`src/rtl/posit32_decode_pipe.sv`:
```
// posit32_decode_pipe: two-stage valid/ready decoder that splits a posit32
// word into sign, zero/NaR flags, signed scale (k*2^ES + e) and a
// left-aligned fraction with the hidden bit removed.
module posit32_decode_pipe #(
    parameter int unsigned ES = 2
) (
    input  logic        clk,
    input  logic        rst_n,
    input  logic        in_valid,
    output logic        in_ready,
    input  logic [31:0] in_posit,
    output logic        out_valid,
    input  logic        out_ready,
    output logic        out_sign,
    output logic        out_zero,
    output logic        out_nar,
    output logic [8:0]  out_scale,
    output logic [26:0] out_frac
);
    localparam int unsigned FW = 27;

    // Stage 1 registers
    logic        r_s1_valid;
    logic        r_s1_sign;
    logic        r_s1_zero;
    logic        r_s1_nar;
    logic [30:0] r_s1_body;

    // Stage 2 (output) registers
    logic        r_s2_valid;
    logic        r_s2_sign;
    logic        r_s2_zero;
    logic        r_s2_nar;
    logic [8:0]  r_s2_scale;
    logic [26:0] r_s2_frac;

    // Handshake and decode wires
    logic              w_s2_ready;
    logic              w_in_ready;
    logic [30:0]       w_mag;
    logic [30:0]       w_x;
    logic [4:0]        w_m;
    logic              w_found;
    logic [4:0]        w_shamt;
    logic [ES+FW-1:0]  w_rem;
    logic [ES-1:0]     w_e;
    logic [FW-1:0]     w_frac;
    logic [8:0]        w_k;
    logic [8:0]        w_scale;

    assign w_s2_ready = !r_s2_valid || out_ready;
    assign w_in_ready = !r_s1_valid || w_s2_ready;
    assign in_ready   = w_in_ready;

    // Only the low 31 bits of the two's-complement magnitude are needed;
    // bit 31 is nonzero only for NaR, which is flagged separately.
    assign w_mag = in_posit[31] ? (31'd0 - in_posit[30:0]) : in_posit[30:0];

    // Stage 1: capture sign, special-value flags and magnitude body
    always_ff @(posedge clk or negedge rst_n) begin
        if (!rst_n) begin
            r_s1_valid <= 1'b0;
            r_s1_sign  <= 1'b0;
            r_s1_zero  <= 1'b0;
            r_s1_nar   <= 1'b0;
            r_s1_body  <= '0;
        end else if (w_in_ready) begin
            r_s1_valid <= in_valid;
            if (in_valid) begin
                r_s1_sign <= in_posit[31];
                r_s1_zero <= (in_posit == 32'h0000_0000);
                r_s1_nar  <= (in_posit == 32'h8000_0000);
                r_s1_body <= w_mag;
            end
        end
    end

    // Regime run length: leading zeros of the body with its top bit folded to 0
    always_comb begin
        w_x     = r_s1_body[30] ? ~r_s1_body : r_s1_body;
        w_m     = 5'd31;
        w_found = 1'b0;
        for (int unsigned i = 0; i < 31; i++) begin
            if (!w_found && w_x[30 - i]) begin
                w_m     = 5'(i);
                w_found = 1'b1;
            end
        end
    end

    // Strip regime and terminator; bits shifted past the end read as zero.
    // The m regime bits plus terminator cover bits 30..29 at minimum, so the
    // tail is taken from bit 28 shifted by m-1.
    always_comb begin
        w_shamt = w_m - 5'd1;
        w_rem   = r_s1_body[ES+FW-1:0] << w_shamt;
        w_e     = w_rem[ES+FW-1 -: ES];
        w_frac  = w_rem[FW-1:0];
        w_k     = r_s1_body[30] ? ({4'd0, w_m} - 9'd1) : (9'd0 - {4'd0, w_m});
        w_scale = 9'(w_k << ES) + 9'(w_e);
    end

    // Stage 2: register decoded fields, holding them while stalled
    always_ff @(posedge clk or negedge rst_n) begin
        if (!rst_n) begin
            r_s2_valid <= 1'b0;
            r_s2_sign  <= 1'b0;
            r_s2_zero  <= 1'b0;
            r_s2_nar   <= 1'b0;
            r_s2_scale <= '0;
            r_s2_frac  <= '0;
        end else if (w_s2_ready) begin
            r_s2_valid <= r_s1_valid;
            if (r_s1_valid) begin
                r_s2_sign <= r_s1_sign;
                r_s2_zero <= r_s1_zero;
                r_s2_nar  <= r_s1_nar;
                if (r_s1_zero || r_s1_nar) begin
                    r_s2_scale <= '0;
                    r_s2_frac  <= '0;
                end else begin
                    r_s2_scale <= w_scale;
                    r_s2_frac  <= w_frac;
                end
            end
        end
    end

    assign out_valid = r_s2_valid;
    assign out_sign  = r_s2_sign;
    assign out_zero  = r_s2_zero;
    assign out_nar   = r_s2_nar;
    assign out_scale = r_s2_scale;
    assign out_frac  = r_s2_frac;

endmodule

```
`config.mk`:
```
export PLATFORM = sky130hd
export DESIGN_NAME = posit32_decode_pipe
export DESIGN_NICKNAME = d
export VERILOG_FILES = /design/src/rtl/posit32_decode_pipe.sv
export SDC_FILE = /design/constraint.sdc
export NUM_CORES = 1
export LEC_CHECK = 0
export ABC_AREA = 0
export BUFFER_PORTS_ARGS = -buffer_cell sky130_fd_sc_hd__clkbuf_2
export CORE_MARGIN = 5
export CORE_UTILIZATION = 40
export CTS_CLUSTER_DIAMETER = 80
export DETAILED_ROUTE_END_ITERATION = 12
export PLACE_DENSITY = 0.64
export SYNTH_ARGS = -nofsm -noshare
export SYNTH_HDL_FRONTEND = slang
export SYNTH_SLANG_ARGS = --single-unit
```
`constraint.sdc`:
```
create_clock -name clk -period 8.8 [get_ports clk]
set_clock_uncertainty 0.2 [all_clocks]
set_input_delay 1.32 -clock clk [delete_from_list [all_inputs] [get_ports clk]]
set_output_delay 1.32 -clock clk [all_outputs]
set_load 0.01 [all_outputs]
```
==> summary.txt <==
Setup path
  • Worst path max stage delay: 0.78 ns
  • CP arrival: 6.22 ns
  • CP Max Fanout: 45
  • CP Buf/Inv Count: 4
  • Startpoint types: register
  • CP Class: register to register
  • CP Cell Sequence: buf_4, nor3_1, a2bb2o_2, a32oi_1, a2111oi_0, nor4b_1, and2_1, buf_4, clkinv_1, ha_1, buf_4, mux2i_1, mux2i_1, mux2i_1, nor2_1, or4b_1
  • Reg2reg setup slack: 2.60 ns
  • Slowest stage cell on the critical path: ha_1
  • Reg2Reg Capture Point: out_frac[25]$_DFFE_PN0P_
  • Crit. path cell count: 16
  • WP data required: 8.82 ns
  • Worst setup endpoint: out_frac[25]$_DFFE_PN0P_
  • Top delay family on crit path: buffers and inverters
  • Crit path from: r_s1_body[30]$_DFFE_PN0P_
  • Critical Path End Type: register
  • Worst reg2reg path depth: 16
  • FF-to-FF Start: r_s1_body[30]$_DFFE_PN0P_

Timing
  • RSZ-0062 raised after global routing: false
  • Final min period: 6.20 ns
  • Worst-Margin Slew: 0.922 ns
  • Slew HR: 38.5%
  • Final TNS setup: 0 ns
  • Worst Slack Setup Final: 2.60 ns
  • Setup violations, final: 0
  • Max Clk Rate: 161 MHz
  • Final period utilization: 70.5%
  • Final Hold Viols: 0
  • Final Max Slew Viols: 0

Route
  • Vias/cell: 5.82
  • DRT iter0 DRCs: 391
  • TritonRoute pass-1 iters: 5
  • Post-Route WL: 15.1 mm
  • WL/cell: 17.4 µm
  • ANT nets after route: 0
  • Vias: 5028
  • Drt drc: 0

Placement
  • Port buffer count: 76
  • Placer Congestion: 0.885
  • Place WS: 2.61 ns
  • Hpwl dp: 11.4 mm
  • Placed Cells: 848

Power and ir drop
  • Leak pwr: 2.87 nW
  • Clk network pwr share: 22.1%
  • Logic pwr share: 48.5%
  • Final Power: 1.81 mW
  • Switching fraction of total power: 40.8%
  • Peak VDD IR: 0.000119 V
  • Power Dens Cells: 284 nW/µm²
  • Sw Pwr: 0.741 mW
  • Seq pwr share: 29.4%
  • Int Pwr: 1.07 mW

Finish
  • Filler cells: 1378
  • Final-stage net count: 717
  • # diodes: 0
  • Most common cell after layout, fill and taps aside: nand2_1
  • Area of the multi-input gates: 3500 µm²
  • Final std cells w/o fill: 864
  • Commonest cells after routing, fill and taps aside: nand2_1, clkbuf_2, dfrtp_1, o21ai_0, mux2i_1
  • Area grow syn2layout: 12.3%
  • Register area: 1850 µm²
  • Share of layout cells above drive strength 1: 19.2%

Clock tree
  • CTS clk-pin slew, worst paths: 0.06 ns
  • Setup repair bufs after CTS: 0
  • Root buffer cell: clkbuf_16
  • Post-CTS sizing: 0
  • Max Root-Sink Buffers: 2
  • Hold-fix buffers at CTS: 0
  • Clock sink count: 74
  • H-tree depth: 3
  • Total CTS buffers: 9
  • Worst skew pair latency: 0.35 ns
  • CTS tree: yes

Yosys
  • Seq/Total Area, Yosys: 32.5%
  • Number of synthesized register bits: 74
  • Area fraction in compound gates after synthesis: 19.7%
  • Synth warn: 0
  • Syn Area/Cell: 8.91 µm²
  • Post-synth EDFFs: 0
  • Asr flop ratio synth: 100%
  • Main synth FF type: dfrtp_1
  • Largest family of logic cells by synthesized area: compound AO/OA/AOI/OAI gates
  • Synth Area in Simple Gates: 18.6%
  • Post-Synth XOR/XNOR Area: 5.52%
  • Post-synth cell types: 74
  • Multiplexer area fraction after synthesis: 17.3%
  • Adder-cell share of the synthesized area: 0.439%
  • Synthesized area: 5690 µm²
  • Post-Syn Nets: 677
  • Mapped Cells: 639

GRT
  • Vias in the first global route: 4729
  • Antenna violations before repair: 0
  • Largest net degree at the start of global routing: 75
  • Grt ovf: 0
  • Global-route wire length before repair: 24.7 mm
  • GRT Resource Usage Total: 18.4%

Flow run
  • Max Cap Viol: 0

Hold path
  • Min-delay worst type: register to register

Floorplanning
  • I/O pin count: 77
  • Die height: 129 µm
  • Initial Util: 40.9%
  • FP Rows: 43
  • Area of the core: 13900 µm²
  • Die X: 129 µm
  • Die area: 16700 µm²

Run status
  • Status: finished, final reports clean
cells by family (layout without fill, tap and decap cells):
| family | after synthesis | after routing |
|---|---|---|
| and+or+nand+nor | 221 | 221 |
| xor gates and xnor gates | 35 | 35 |
| DFF | 74 | 74 |
| adders and majority gates | 2 | 2 |
| buffers and inverters | 66 | 111 |
| AOI/OAI and AO/OA | 165 | 165 |
| muxes | 76 | 76 |
power by group through the flow:
stage,combinational [mW],clock [mW],sequential (mW)
6_report,0.880,0.401,0.533
5_1_grt,0.962,0.422,0.549
4_1_cts,0.882,0.410,0.533
3_5_place_dp,0.878,0,0.539
3_3_place_gp,0.866,0,0.533
2_1_floorplan,0.658,0,0.519
cell usage after synthesis (all sizes together), types with 6 or more instances:
library cell / n / area [µm²]
inv: 10 / 37.5
a211o: 7 / 61.3
nand2: 100 / 375
dfrtp: 74 / 1850
o22ai: 11 / 95.1
o41ai: 7 / 61.3
or3: 11 / 68.8
and2: 6 / 37.5
mux2: 7 / 78.8
mux2i: 53 / 531
o31ai: 12 / 90.1
a21oi: 17 / 85.1
xnor2: 7 / 68.8
nand2b: 11 / 68.8
o21ai: 65 / 325
clkbuf: 34 / 129
nor2: 34 / 128
or4: 7 / 56.3
buf: 21 / 168
nand3: 15 / 85.1
xor2: 28 / 245
mux4: 16 / 375
nor3: 11 / 55.1
final cells by class:
cell class	count	share of cell area, %
multi-input cells	499	54.8
flip-flops and latches	74	29.0
repair buffers	84	6.89
clock buffers	10	3.74
well taps	180	3.52
clock inverters	6	1.41
inverters	11	0.646
flip-flops by register name, summed over array words and instances, names as in the netlist:
register / flops
out_zero: 1
out_frac: 27
r_s1_valid: 1
out_scale: 8
r_s1_sign: 1
out_nar: 1
out_sign: 1
r_s1_zero: 1
r_s1_nar: 1
r_s1_body: 31
out_valid: 1
per-stage QoR:
stage | instance area [µm²] | utilization [%] | hold slack [ns]
floorplan | 5690 | - | 0.242
global placement | 6060 | 43.5 | 0.264
global route | 6390 | 45.9 | 0.310
detailed placement | 6060 | 43.5 | 0.277
CTS | 6390 | 45.9 | 0.291
finish | 6390 | 45.9 | 0.283
how the worst min path moves through the flow:
stage	startpoint	endpoint	slack [ns]	depth (start not counted)
2_1_floorplan	r_s1_sign$_DFFE_PN0P_	r_s1_sign$_DFFE_PN0P_	0.24	2
3_3_place_gp	out_frac[3]$_DFFE_PN0P_	out_frac[3]$_DFFE_PN0P_	0.26	2
3_5_place_dp	out_frac[15]$_DFFE_PN0P_	out_frac[15]$_DFFE_PN0P_	0.28	2
4_1_cts	out_frac[3]$_DFFE_PN0P_	out_frac[3]$_DFFE_PN0P_	0.29	2
5_1_grt	out_frac[19]$_DFFE_PN0P_	out_frac[19]$_DFFE_PN0P_	0.31	1
6_report	out_frac[7]$_DFFE_PN0P_	out_frac[7]$_DFFE_PN0P_	0.28	2
layer usage:
| metal | global-route usage, % | share of wire (%) | wire length (µm) |
|---|---|---|---|
| met1 | 26.2 | 47 | 7120 |
| met3 | 3.59 | 5.9 | 887 |
| met4 | 5.99 | 2.1 | 315 |
| met5 | 0 | 0 | 0 |
| met2 | 28.4 | 45 | 6750 |
worst reg2reg max path: stages, from the launching register on:
cell	delay, ns
dfrtp_1	0.32
buf_4	0.38
nor3_1	0.18
a2bb2o_2	0.32
a32oi_1	0.19
a2111oi_0	0.09
nor4b_1	0.57
and2_1	0.21
buf_4	0.34
clkinv_1	0.61
ha_1	0.79
buf_4	0.42
mux2i_1	0.38
mux2i_1	0.15
mux2i_1	0.34
nor2_1	0.08
or4b_1	0.53
Power figures use the tool's default switching activity.
